File: src/rtl/pbfdaf_mode_ctrl_pkg.sv
// Shared definitions for the PBFDAF decision-stage mode controller.
package pbfdaf_mode_ctrl_pkg;

  typedef enum logic [1:0] {
    ST_IDLE  = 2'd0,
    ST_TRAIN = 2'd1,
    ST_DD    = 2'd2
  } mode_t;

  // Width of the training-block and consecutive-bad-block counters.
  localparam int unsigned BLK_CW   = 8;
  // Width of the DD-to-TRAIN fallback counter.
  localparam int unsigned RELOCK_W = 8;

  // Decided-symbol amplitude: +1.0 in the fixed-point format.
  function automatic int amp_of(input int frac);
    return 1 << frac;
  endfunction

endpackage

File: src/rtl/pbfdaf_mode_ctrl_blk_err_cnt.sv
// Per-block bad-sample counter, bad-block flag and consecutive-bad-block
// counter. Cleared by a block start (i_first) or by clr (mode change/stop).
module pbfdaf_blk_err_cnt
  import pbfdaf_mode_ctrl_pkg::*;
#(
  parameter int EW      = 10,
  parameter int LOSS_TH = 8
) (
  input  logic              clk,
  input  logic              rst,
  input  logic              clr,
  input  logic              smp,
  input  logic              first,
  input  logic              last,
  input  logic              bad,
  input  logic              dd,
  output logic [EW-1:0]     cur_cnt,
  output logic [BLK_CW-1:0] consec_nxt
);

  localparam logic [EW-1:0] LOSS_TH_V = EW'(LOSS_TH);

  logic [EW-1:0]     cnt;
  logic [EW-1:0]     base;
  logic [BLK_CW-1:0] consec;
  logic              blk_bad;

  // Count including the current sample; a first sample starts from zero.
  always_comb begin
    base       = first ? '0 : cnt;
    cur_cnt    = (bad && (base != '1)) ? base + EW'(1) : base;
    blk_bad    = (cur_cnt >= LOSS_TH_V);
    consec_nxt = '0;
    if (blk_bad) begin
      consec_nxt = (consec == '1) ? consec : consec + BLK_CW'(1);
    end
  end

  // Accumulate within a block; consecutive-bad count only advances in DD.
  always_ff @(posedge clk) begin
    if (rst || clr) begin
      cnt    <= '0;
      consec <= '0;
    end else if (smp) begin
      cnt <= last ? '0 : cur_cnt;
      if (last && dd) begin
        consec <= consec_nxt;
      end
    end
  end

endmodule

File: src/rtl/pbfdaf_mode_ctrl.sv
// Decision-stage mode controller for the PBFDAF QPSK equalizer: selects the
// reference symbol (training or sign decision), emits the error sample, and
// sequences IDLE -> TRAIN -> DD with fallback to TRAIN on lost lock.
// Optional statistics ports are built when PBFDAF_MODE_STATS_EN is defined.
module pbfdaf_mode_ctrl
  import pbfdaf_mode_ctrl_pkg::*;
#(
  parameter int W          = 16,
  parameter int FRAC       = 15,
  parameter int AMP        = amp_of(FRAC),
  parameter int TRAIN_BLKS = 64,
  parameter int ERR_TH     = AMP >>> 1,
  parameter int LOSS_TH    = 8,
  parameter int LOSS_BLKS  = 4,
  parameter int EW         = 10
) (
  input  logic                clk,
  input  logic                rst,
  input  logic                i_start,
  input  logic                i_stop,
  input  logic                i_valid,
  input  logic                i_first,
  input  logic                i_last,
  input  logic signed [W-1:0] i_y_re,
  input  logic signed [W-1:0] i_y_im,
  input  logic                i_tr_bI,
  input  logic                i_tr_bQ,
  output logic                o_valid,
  output logic                o_first,
  output logic                o_last,
  output logic signed [W:0]   o_err_re,
  output logic signed [W:0]   o_err_im,
  output logic                o_bI_hat,
  output logic                o_bQ_hat,
  output logic                o_train,
  output logic                o_adapt_en,
  output logic [1:0]          o_state,
  output logic [EW-1:0]       o_blk_bad_cnt,
  output logic [RELOCK_W-1:0] o_relock_cnt
);

  localparam logic signed [W:0]   AMP_V      = (W+1)'(AMP);
  localparam logic [W:0]          ERR_TH_V   = (W+1)'(ERR_TH);
  localparam logic [BLK_CW-1:0]   TRAIN_LAST = BLK_CW'(TRAIN_BLKS - 1);
  localparam logic [BLK_CW-1:0]   LOSS_BLK_V = BLK_CW'(LOSS_BLKS);

  mode_t             state;
  logic              synced;
  logic              hold;
  logic [BLK_CW-1:0] blk_cnt;

  logic              acc, in_train, in_dd;
  logic              ref_bi, ref_bq;
  logic signed [W:0] ref_re, ref_im, err_re, err_im;
  logic [W:0]        mag_re, mag_im;
  logic              bad, train_done, fallback, cnt_clr;
  logic [EW-1:0]     cur_cnt;
  logic [BLK_CW-1:0] consec_nxt;

  // Sample acceptance, reference selection, error and transition decisions.
  always_comb begin
    in_train   = (state == ST_TRAIN);
    in_dd      = (state == ST_DD);
    acc        = i_valid && !i_stop && (state != ST_IDLE) && (synced || i_first);
    ref_bi     = in_train ? i_tr_bI : i_y_re[W-1];
    ref_bq     = in_train ? i_tr_bQ : i_y_im[W-1];
    ref_re     = ref_bi ? -AMP_V : AMP_V;
    ref_im     = ref_bq ? -AMP_V : AMP_V;
    err_re     = ref_re - {i_y_re[W-1], i_y_re};
    err_im     = ref_im - {i_y_im[W-1], i_y_im};
    mag_re     = err_re[W] ? $unsigned(-err_re) : $unsigned(err_re);
    mag_im     = err_im[W] ? $unsigned(-err_im) : $unsigned(err_im);
    bad        = (mag_re > ERR_TH_V) || (mag_im > ERR_TH_V);
    train_done = acc && i_last && in_train && (blk_cnt == TRAIN_LAST);
    fallback   = acc && i_last && in_dd && (consec_nxt == LOSS_BLK_V);
    cnt_clr    = i_stop || (state == ST_IDLE) || train_done || fallback;
  end

  pbfdaf_blk_err_cnt #(
    .EW      (EW),
    .LOSS_TH (LOSS_TH)
  ) u_blk_err_cnt (
    .clk        (clk),
    .rst        (rst),
    .clr        (cnt_clr),
    .smp        (acc),
    .first      (i_first),
    .last       (i_last),
    .bad        (bad),
    .dd         (in_dd),
    .cur_cnt    (cur_cnt),
    .consec_nxt (consec_nxt)
  );

  // Mode FSM with registered sample outputs; hold masks adaptation for the
  // first complete block after each mode change.
  always_ff @(posedge clk) begin
    if (rst) begin
      state      <= ST_IDLE;
      synced     <= 1'b0;
      hold       <= 1'b0;
      blk_cnt    <= '0;
      o_valid    <= 1'b0;
      o_first    <= 1'b0;
      o_last     <= 1'b0;
      o_err_re   <= '0;
      o_err_im   <= '0;
      o_bI_hat   <= 1'b0;
      o_bQ_hat   <= 1'b0;
      o_train    <= 1'b0;
      o_adapt_en <= 1'b0;
      o_state    <= ST_IDLE;
    end else begin
      o_valid    <= acc;
      o_first    <= acc && i_first;
      o_last     <= acc && i_last;
      o_train    <= acc && in_train;
      o_adapt_en <= acc && !hold;
      o_state    <= state;
      if (acc) begin
        o_err_re <= err_re;
        o_err_im <= err_im;
        o_bI_hat <= ref_bi;
        o_bQ_hat <= ref_bq;
      end
      if (i_stop) begin
        state   <= ST_IDLE;
        synced  <= 1'b0;
        o_state <= ST_IDLE;
      end else begin
        case (state)
          ST_IDLE: begin
            if (i_start) begin
              state   <= ST_TRAIN;
              synced  <= 1'b0;
              hold    <= 1'b1;
              blk_cnt <= '0;
            end
          end
          ST_TRAIN, ST_DD: begin
            if (acc) begin
              synced <= 1'b1;
              if (i_last) begin
                if (train_done) begin
                  state   <= ST_DD;
                  blk_cnt <= '0;
                  hold    <= 1'b1;
                end else if (fallback) begin
                  state   <= ST_TRAIN;
                  blk_cnt <= '0;
                  hold    <= 1'b1;
                end else begin
                  hold <= 1'b0;
                  if (in_train) begin
                    blk_cnt <= blk_cnt + BLK_CW'(1);
                  end
                end
              end
            end
          end
          default: state <= ST_IDLE;
        endcase
      end
    end
  end

`ifdef PBFDAF_MODE_STATS_EN
  logic [EW-1:0]       blk_bad_cnt_q;
  logic [RELOCK_W-1:0] relock_q;

  // Last completed block's bad count and saturating fallback count.
  always_ff @(posedge clk) begin
    if (rst) begin
      blk_bad_cnt_q <= '0;
      relock_q      <= '0;
    end else begin
      if (acc && i_last) begin
        blk_bad_cnt_q <= cur_cnt;
      end
      if (fallback && (relock_q != '1)) begin
        relock_q <= relock_q + RELOCK_W'(1);
      end
    end
  end

  assign o_blk_bad_cnt = blk_bad_cnt_q;
  assign o_relock_cnt  = relock_q;
`else
  logic stats_unused;
  assign stats_unused  = ^cur_cnt;
  assign o_blk_bad_cnt = '0;
  assign o_relock_cnt  = '0;
`endif

endmodule
File: config.mk
export PLATFORM = sky130hd
export DESIGN_NAME = pbfdaf_mode_ctrl
export DESIGN_NICKNAME = d
export VERILOG_FILES = /design/src/rtl/pbfdaf_mode_ctrl_pkg.sv /design/src/rtl/pbfdaf_mode_ctrl_blk_err_cnt.sv /design/src/rtl/pbfdaf_mode_ctrl.sv
export SDC_FILE = /design/constraint.sdc
export NUM_CORES = 1
export LEC_CHECK = 0
export CAP_MARGIN = 10
export CORE_ASPECT_RATIO = 1.5
export CORE_MARGIN = 3
export CORE_UTILIZATION = 50
export DETAILED_ROUTE_END_ITERATION = 7
export PLACE_DENSITY = 0.78
export SYNTH_ARGS = -nofsm -noshare
export SYNTH_HDL_FRONTEND = slang
export SYNTH_SLANG_ARGS = --single-unit
export TNS_END_PERCENT = 50
File: constraint.sdc
create_clock -name clk -period 7.4 [get_ports clk]
set_clock_uncertainty 0.15 [all_clocks]
set_input_delay 1.48 -clock clk [delete_from_list [all_inputs] [get_ports clk]]
set_output_delay 1.48 -clock clk [all_outputs]
set_load 0.005 [all_outputs]
==> run metrics, run 1 <==
status=complete, no violations; CTS clock-pin slew for the worst setup and hold paths=approximately 0.06 ns; clk_lat worst skew=0.33 ns; Max Transition Viols Final=0; largest net degree at the start of global routing=between 50 and 60; Clock H-tree levels=3; Antenna diodes=0; post-synth cell types=87; count leader, synth=nand2_1; RePlAce Congestion=0.965; DRT iter0 DRCs=442; first-pass iteration count of the detailed router=5; # clock sinks=73; Worst Hold Launch=hold$_SDFFE_PP0P_; row count=47; f_max=around 150 MHz; Worst Setup SP=i_y_re[1]; vias in the first global route=between 5,000 and 6,000; all-layer global routing usage=0.270; Hold WC Path Type=flop to flop; Most used DFF post-synth=dfxtp_1; CORE AREA=0.0112 mm²; DRC violations left=0; Setup Fix Bufs, Post-CTS=0; Final Cycle Share=0.916; post-CTS sizing=0; Setup TNS Final=0 ns; Post-synth EDFFs=0; Placed Area=roughly 0.0066 mm²; synth cell count leaders=nand2_1, dfxtp_1, a21oi_1, nor2_1, nand3_1; Reg2Reg Depth=14; CP Cell Sequence=clkdlybuf4s50_1, inv_1, ha_1, nor4b_1, o21ai_0, a211oi_1, nand3_1, o41ai_1, mux2i_1, nor4_4, a31oi_2, nand2_2, mux2i_2, o2111ai_2, and3_1, o311a_1; DRT antenna net count=0; Synth Register Bits=between 70 and 80; Post-Syn Instances=782; Setup Viol. Count Final=0; reg2reg start=state[1]$_SDFFE_PP0P_; crit path time final=roughly 6.8 ns; Root Driver=clkbuf_16; Design Area, Final=slightly below 0.007 mm²; Post-synth ARST share=0; worst path required time=between 7 and 8 ns; CP Max Fanout=12; Die H=roughly 140 µm; final-stage net count=890; IO Pins=approximately 100; post-synthesis sequential area ratio=0.252; Slowest cell on crit path=nor4b_1; critical path startpoint category=input port; Hold EP=o_adapt_en$_SDFF_PP0_; Initial Util=0.518; CTS tree=done; total wire length=17,400 µm; Vias/cell=just over 6; critical path's largest stage delay=0.68 ns; P&R area growth vs syn=20.1%; RSZ-0062 raised after global routing=false; pre-CTS WS=between 0.4 and 0.5 ns; Yosys warning total=0; Final Hold Fails=0; mapped cell area=0.00579 mm²; die width=approximately 94 µm; initial antenna violation count=0; total power=roughly 1100 µW; relative slew slack=0.332; DIE AREA=between 0.01 and 0.015 mm²; DP Wirelength=between 10,000 and 15,000 µm; Post-CTS Hold Buffers=0; CP arrival=around 7 ns; DR vias=around 6,200; Crit Reg-Reg Endpoint=blk_cnt[2]$_SDFFE_PP0P_; total CTS buffers=9; Fin Hold WS=about 0.27 ns; top cells by area, synth=dfxtp_1, a21oi_1, nand2_1, nor2_1, xnor2_1; crit path kind=input port to flop; P per Cell Area=about 150 mW/mm²; Worst Setup Slack, final=just over 0.6 ns; Leak=between 0.002 and 0.0025 µW; number of max-cap violations=0; layout cells sized above 1=0.0843; highest ir drop seen on vdd=~110 µV; Worst R2R Setup Slack=2.49 ns; drt wl/cell=approximately 18 µm; Slew @ Worst Pin=between 1 and 1.5 ns; CP endpoint kind=flop; global route total overflow=0; CTS Buffer Depth=2; Synth top area share=0.252; Port Buffers=83; hold path depth=1; first-pass GRT wire length=28,400 µm; syn avg cell area=between 7 and 8 µm²; dominant cell type by area after synthesis=dfxtp_1
-- registers in the layout, indices dropped and copies added (netlist names) --
signal	flops
u_blk_err_cnt.cnt	10
state	2
blk_cnt	8
hold	1
o_err_im	17
o_bQ_hat	1
o_err_re	17
o_state	2
o_adapt_en	1
synced	1
u_blk_err_cnt.consec	8
o_first	1
o_valid	1
o_last	1
o_bI_hat	1
o_train	1
-- critical path, delay by kind of cell --
kind	cells	cell delay (ns)
multiplexers	2	0.51
adder cells (fa/ha/maj)	1	0.27
buffers and inverters	2	0.72
AND/OR/NAND/NOR	5	1.66
AO/OA/AOI/OAI	6	2.20
-- worst max path at each step --
| stage | endpoint | depth (start not counted) |
|---|---|---|
| final | blk_cnt[6]$_SDFFE_PP0P_ | 16 |
| after global routing | u_blk_err_cnt.consec[6]$_SDFFE_PP0P_ | 16 |
| after CTS | blk_cnt[2]$_SDFFE_PP0P_ | 16 |
| after detailed placement | blk_cnt[6]$_SDFFE_PP0P_ | 16 |
| after global placement | blk_cnt[2]$_SDFFE_PP0P_ | 16 |
| after floorplan | blk_cnt[2]$_SDFFE_PP0P_ | 18 |
-- cells by family after synthesis --
| group | share of synthesized area |
|---|---|
| compound gates | 0.236 |
| xor+xnor | 0.0620 |
| fa+ha+maj | 0.0238 |
| buf+inv | 0.0711 |
| flops | 0.252 |
| mux | 0.0290 |
| other cells | 0.000648 |
| simple gates | 0.325 |
-- report_power, final --
group | total [µW] | switching [µW] | internal, µW
clock | 499 | 162 | 336
combinational | 173 | 105 | 67.7
sequential | 399 | 2.12 | 397
-- through the flow --
step,util,cells
after floorplan,-,799
after global placement,0.592,974
after detailed placement,0.592,974
after CTS,0.623,989
after global routing,0.623,989
final,0.623,989
-- layer usage --
layer / global-route usage / routed length, µm / vias to the layer above
li1: - / - / 2951
met2: 0.494 / 9040 / 256
met4: 0.120 / 707 / 0
met5: 0 / 0 / -
met1: 0.299 / 6670 / 2890
met3: 0.0508 / 943 / 67
-- cells in the final DEF, fill, tap and decap left out, types with 4 or more instances in the layout --
cell	netlist	final
a211oi_1	11	11
a21boi_0	4	4
a21o_1	5	5
a21oi_1	67	67
a22oi_1	4	4
a31oi_1	10	10
and2_1	8	8
and3_1	11	11
buf_4	18	11
clkbuf_16	0	9
clkdlybuf4s50_1	0	83
conb_1	1	18
dfxtp_1	73	73
ha_1	11	11
inv_1	19	19
mux2i_1	9	9
nand2_1	87	87
nand2b_1	8	8
nand3_1	38	38
nand3b_1	5	5
nand4_1	17	17
nor2_1	67	66
nor2b_1	9	9
nor3_1	27	27
nor4_1	15	15
nor4b_1	5	5
o2111ai_1	5	5
o211a_1	4	4
o211ai_1	7	7
o21a_1	4	4
o21ai_0	37	36
o22ai_1	4	4
or2_2	9	9
or3_1	5	5
or4_1	11	11
or4_4	4	4
xnor2_1	23	23
xor2_1	18	18
-- area by class of cell --
cell class / count / area, µm²
Sequential cell: 73 / 1460
Timing Repair Buffer: 94 / 913
Tap cell: 147 / 184
Inverter: 19 / 71.3
Multi-Input combinational cell: 641 / 3980
Fill cell: 1008 / 4220
Clock buffer: 10 / 239
Clock inverter: 5 / 104
Power figures use the tool's default switching activity.
==> inputs of run 2 (changes only) <==
Settings changed: CORE_ASPECT_RATIO 1.5 to 1.4.
==> run 2 against run 1 <==
  * Combinational power barely moved
  * Die area is essentially flat
  * Sequential share of layout area increased by 0.22 points
  * Register-to-register slack got worse by 0.12 ns
  * Wire length fell by 2.1%
  * Maximum frequency down 1.4%
==> run metrics, run 2 (same netlist as run 1, synthesis figures left out) <==
RSZ-0062 raised after global routing=false (unchanged); largest net degree at the start of global routing=54 (unchanged); relative slew slack=0.358 (was 0.332); Fill cells=970 (was 1,008); CTS tree=done (unchanged); status=complete, no violations (unchanged); vias in the first global route=5,739 (was 5,958); critical path startpoint category=input port (unchanged); initial antenna violation count=0 (unchanged); Root Driver=clkbuf_16 (unchanged); first-pass GRT wire length=27,100 µm (was 28,400 µm); Clock H-tree levels=3 (unchanged); IO Pins=102 (unchanged); met2 wire length=8900 µm (was 9040 µm); CTS Buffer Depth=2 (unchanged); first-pass iteration count of the detailed router=5 (unchanged); number of max-cap violations=0 (unchanged); Setup Viol. Count Final=0 (unchanged); register area=0.00146 mm² (unchanged); largest registers=o_err_im x17, o_err_re x17, u_blk_err_cnt.cnt x10 (unchanged); crit path time final=6.87 ns (was 6.78 ns); row count=45 (was 47); layout cells sized above 1=0.0819 (was 0.0843); Die H=133 µm (was 138 µm); final-stage net count=889 (was 890); P&R area growth vs syn=18.9% (was 20.1%); commonest non-fill, non-tap cell in the layout=nand2_1 (unchanged); Final Cycle Share=0.929 (was 0.916); DRT iter0 DRCs=458 (was 442); wire length on met1=6620 µm (was 6670 µm); all-layer global routing usage=0.251 (was 0.270); RePlAce Congestion=0.906 (was 0.965); CORE AREA=0.0111 mm² (was 0.0112 mm²); most frequent cells in the layout=nand2_1, clkdlybuf4s50_1, dfxtp_1 (unchanged); CP arrival=6.96 ns (was 6.84 ns); Post-CTS Hold Buffers=0 (unchanged); Final Hold Fails=0 (unchanged); WL met3=1070 µm (was 943 µm); DR vias=6,133 (was 6,164); Placed Area=0.00659 mm² (was 0.00661 mm²); Port Buffers=83 (unchanged); worst path required time=7.48 ns (was 7.46 ns); DRC violations left=0 (unchanged); Leak=0.00238 µW (was 0.00241 µW); P per Cell Area=146 mW/mm² (was 154 mW/mm²); global route total overflow=0 (unchanged); die width=96.9 µm (was 93.9 µm); Setup TNS Final=0 ns (unchanged); clk_lat worst skew=0.34 ns (was 0.33 ns); Slew @ Worst Pin=0.963 ns (was 1.00 ns); highest ir drop seen on vdd=91.5 µV (was 113 µV); crit path kind=input port to flop (unchanged); Vias/cell=6.24 (was 6.23); CP endpoint kind=flop (unchanged); Multi-input gate area=0.00398 mm² (unchanged); Antenna diodes=0 (unchanged); DP Wirelength=12,400 µm (was 13,000 µm); CTS clock-pin slew for the worst setup and hold paths=0.05 ns (was 0.06 ns); Max Transition Viols Final=0 (unchanged); drt wl/cell=17.3 µm (was 17.6 µm); Hold WC Path Type=flop to flop (unchanged); DIE AREA=0.0129 mm² (about the same); DRT antenna net count=0 (unchanged); Initial Util=0.522 (was 0.518); # clock sinks=73 (unchanged); total wire length=17,000 µm (was 17,400 µm); post-CTS sizing=0 (unchanged); total CTS buffers=9 (unchanged); f_max=145 MHz (was 148 MHz); CP Max Fanout=12 (unchanged); Design Area, Final=0.00688 mm² (was 0.00696 mm²); Worst R2R Setup Slack=2.37 ns (was 2.49 ns); Setup Fix Bufs, Post-CTS=0 (unchanged); max layer used=met4 (unchanged)
==> run 2: changes by cell type in the layout (fill, tap and decap cells not counted), sizes merged <==
cell | previous run | this run
bufinv | 3 | 1
clkbuf | 10 | 13
clkdlybuf4s50 | 83 | 82
==> run 2: final timing paths <==
check                              from                      end  cells past startpoint
setup reg to reg  state[1]$_SDFFE_PP0P_  blk_cnt[2]$_SDFFE_PP0P_                     14
hold reg to reg       hold$_SDFFE_PP0P_    o_adapt_en$_SDFF_PP0_                      1
setup / recovery              i_y_im[0]  blk_cnt[2]$_SDFFE_PP0P_                     16
hold / removal        hold$_SDFFE_PP0P_    o_adapt_en$_SDFF_PP0_                      1
==> run 2: routing by layer <==
layer | vias to the layer above | GRT usage
met4 | 0 | 0.108
met1 | 2852 | 0.273
li1 | 2957 | -
met5 | - | 0
met2 | 285 | 0.468
met3 | 39 | 0.0477
==> run 2: worst max-delay path, cell delays in order <==
cell             delay, ns
clkdlybuf4s50_1       0.60
inv_1                 0.17
ha_1                  0.37
nand2b_1              0.30
nor4_1                0.35
a41oi_1               0.19
or4_1                 0.63
or3_4                 0.36
o211a_1               0.27
nor4_4                0.32
a31oi_1               0.27
mux2i_1               0.32
o2111ai_2             0.21
o2111ai_2             0.52
mux2_4                0.34
a221oi_1              0.24
==> run 2: report_power, final <==
group	internal, µW	switching, µW
Clock	269	161
Sequential	397	2.09
Combinational	67.3	106
Total	733	269
==> run 2: area by class of cell <==
type	instances	share of cell area
clock buffers	13	0.0364
repair buffers	93	0.131
flip-flops and latches	73	0.212
inverters	19	0.0104
clock inverters	3	0.00582
multi-input cells	641	0.579
well taps	141	0.0256
==> run 2: stage by stage <==
step	util	total power [µW]	std cells	hold slack (ns)	setup WS (ns)
after floorplan	-	522	799	0.252	1.47
after CTS	0.621	1000	983	0.293	0.673
final	0.621	1000	983	0.282	0.525
after global routing	0.621	1040	983	0.316	0.218
after global placement	0.594	573	967	0.280	0.637
after detailed placement	0.594	576	967	0.285	0.339
==> inputs of run 3 (changes only) <==
Settings changed: MAX_ROUTING_LAYER set to met4.
==> run 3 against run 2 <==
  * Combinational power is essentially flat
  * Global-route usage rose by 0.89 points
  * Cell count increased by 0.20%
  * Power is 0.52% lower
  * Largest power group unchanged
  * Worst setup slack improved by 0.18 ns
  * Hold slack improved by 0.0057 ns
  * Wire length is 0.11% lower
  * Maximum frequency increased by 2.7%
  * Clock power down 0.9%
  * Critical path depth did not move
  * Non-clock buffer count grew 2
==> run metrics, run 3 (same netlist as run 1, synthesis figures left out) <==
status=complete, no violations (unchanged); RSZ-0062 raised after global routing=false (unchanged); Post-CTS Hold Buffers=0 (unchanged); die width=96.9 µm (unchanged); CTS tree=done (unchanged); Setup Fix Bufs, Post-CTS=0 (unchanged); row count=45 (unchanged); CTS clock-pin slew for the worst setup and hold paths=0.06 ns (was 0.05 ns); relative slew slack=0.370 (was 0.358); P&R area growth vs syn=19.2% (was 18.9%); Hold WC Path Type=flop to flop (unchanged); Setup TNS Final=0 ns (unchanged); most frequent cells in the layout=nand2_1, clkdlybuf4s50_1, dfxtp_1 (unchanged); highest ir drop seen on vdd=108 µV (was 91.5 µV); Slew @ Worst Pin=0.945 ns (was 0.963 ns); commonest non-fill, non-tap cell in the layout=nand2_1 (unchanged); Antenna diodes=0 (unchanged); largest registers=o_err_im x17, o_err_re x17, u_blk_err_cnt.cnt x10 (unchanged); CP Cell Sequence=clkdlybuf4s50_1, inv_1, ha_1, nand2b_1, o21bai_1, a41oi_1, or4_1, or3_4, o211a_1, nor4_4, a31oi_2, nand2_2, mux2i_2, o2111ai_2, and3_1, o311a_1 (was clkdlybuf4s50_1, inv_1, ha_1, nand2b_1, nor4_1, a41oi_1, or4_1, or3_4, o211a_1, nor4_4, a31oi_1, mux2i_1, o2111ai_2, o2111ai_2, mux2_4, a221oi_1); initial antenna violation count=0 (unchanged); f_max=149 MHz (was 145 MHz); Setup Viol. Count Final=0 (unchanged); Slowest cell on crit path=or4_1 (unchanged); DRC violations left=0 (unchanged); all-layer global routing usage=0.259 (was 0.251); Final Cycle Share=0.904 (was 0.929); RePlAce Congestion=0.924 (was 0.906); worst path required time=7.47 ns (was 7.48 ns); CP endpoint kind=flop (unchanged); CTS Buffer Depth=2 (unchanged); crit path kind=input port to flop (unchanged); Port Buffers=83 (unchanged); P per Cell Area=144 mW/mm² (was 146 mW/mm²); post-CTS sizing=0 (unchanged); layout cells sized above 1=0.0853 (was 0.0819); critical path startpoint category=input port (unchanged); total wire length=17,000 µm (about the same); DP Wirelength=12,800 µm (was 12,400 µm); CP Max Fanout=12 (unchanged); Clock H-tree levels=3 (unchanged); DRT iter0 DRCs=393 (was 458); vias in the first global route=5,832 (was 5,739); Final Hold Fails=0 (unchanged); DR vias=6,083 (was 6,133); Initial Util=0.522 (unchanged); DRT antenna net count=0 (unchanged); crit path time final=6.69 ns (was 6.87 ns); # clock sinks=73 (unchanged); first-pass iteration count of the detailed router=5 (unchanged); IO Pins=102 (unchanged); total power=997 µW (was 1000 µW); Max Transition Viols Final=0 (unchanged); Root Driver=clkbuf_16 (unchanged); clk_lat worst skew=0.33 ns (was 0.34 ns); critical path's largest stage delay=0.62 ns (was 0.63 ns); CP arrival=6.76 ns (was 6.96 ns); DIE AREA=0.0129 mm² (unchanged); final-stage net count=891 (was 889); Die H=133 µm (unchanged); Vias/cell=6.18 (was 6.24); number of max-cap violations=0 (unchanged); CORE AREA=0.0111 mm² (unchanged); Leak=0.00239 µW (was 0.00238 µW); drt wl/cell=17.2 µm (was 17.3 µm); global route total overflow=0 (unchanged); total CTS buffers=9 (unchanged); largest net degree at the start of global routing=54 (unchanged); first-pass GRT wire length=27,400 µm (was 27,100 µm)
==> run 3: metal layers <==
layer | up-vias | wire, µm | share of wire | global-route usage
met3 | 48 | 1050 | 0.062 | 0.0450
met5 | - | 0 | 0 | -
li1 | 2936 | - | - | -
met2 | 259 | 8880 | 0.52 | 0.468
met1 | 2840 | 6520 | 0.38 | 0.278
met4 | 0 | 540 | 0.032 | 0.109
==> run 3: stage by stage <==
step	cells	util	setup WS, ns	hold WS (ns)	cell area (µm²)
after global routing	985	0.622	0.275	0.326	6900
after CTS	984	0.622	0.742	0.291	6900
after global placement	968	0.595	0.631	0.273	6600
final	985	0.622	0.708	0.287	6900
after floorplan	799	-	1.47	0.252	5850
after detailed placement	968	0.595	0.374	0.284	6600
==> run 3: final timing paths <==
kind	to	cells past startpoint	start	slack, ns
worst min register to register	o_adapt_en$_SDFF_PP0_	1	hold$_SDFFE_PP0P_	0.29
worst max-delay path	blk_cnt[6]$_SDFFE_PP0P_	16	i_y_im[0]	0.71
worst min-delay path	o_adapt_en$_SDFF_PP0_	1	hold$_SDFFE_PP0P_	0.29
worst max register to register	blk_cnt[6]$_SDFFE_PP0P_	14	state[1]$_SDFFE_PP0P_	2.49
==> run 3: worst max-delay path, delay by kind of cell <==
family	cells	cell delay (ns)
simple gates	6	2.09
compound gates	6	1.76
buf+inv	2	0.74
fa+ha+maj	1	0.37
mux	1	0.30
==> run 3: final cells by class <==
type                    instances  area [µm²]
flip-flops and latches         73        1460
repair buffers                 95         916
well taps                     141         176
multi-input cells             641        3980
fillers                       994        4190
clock buffers                  15         288
clock inverters                 1        7.51
inverters                      19        71.3
==> run 3: power by group <==
group / internal, µW / switching [µW] / total, µW
Clock: 264 / 162 / 426
Combinational: 67.7 / 105 / 173
Sequential: 397 / 2.09 / 399
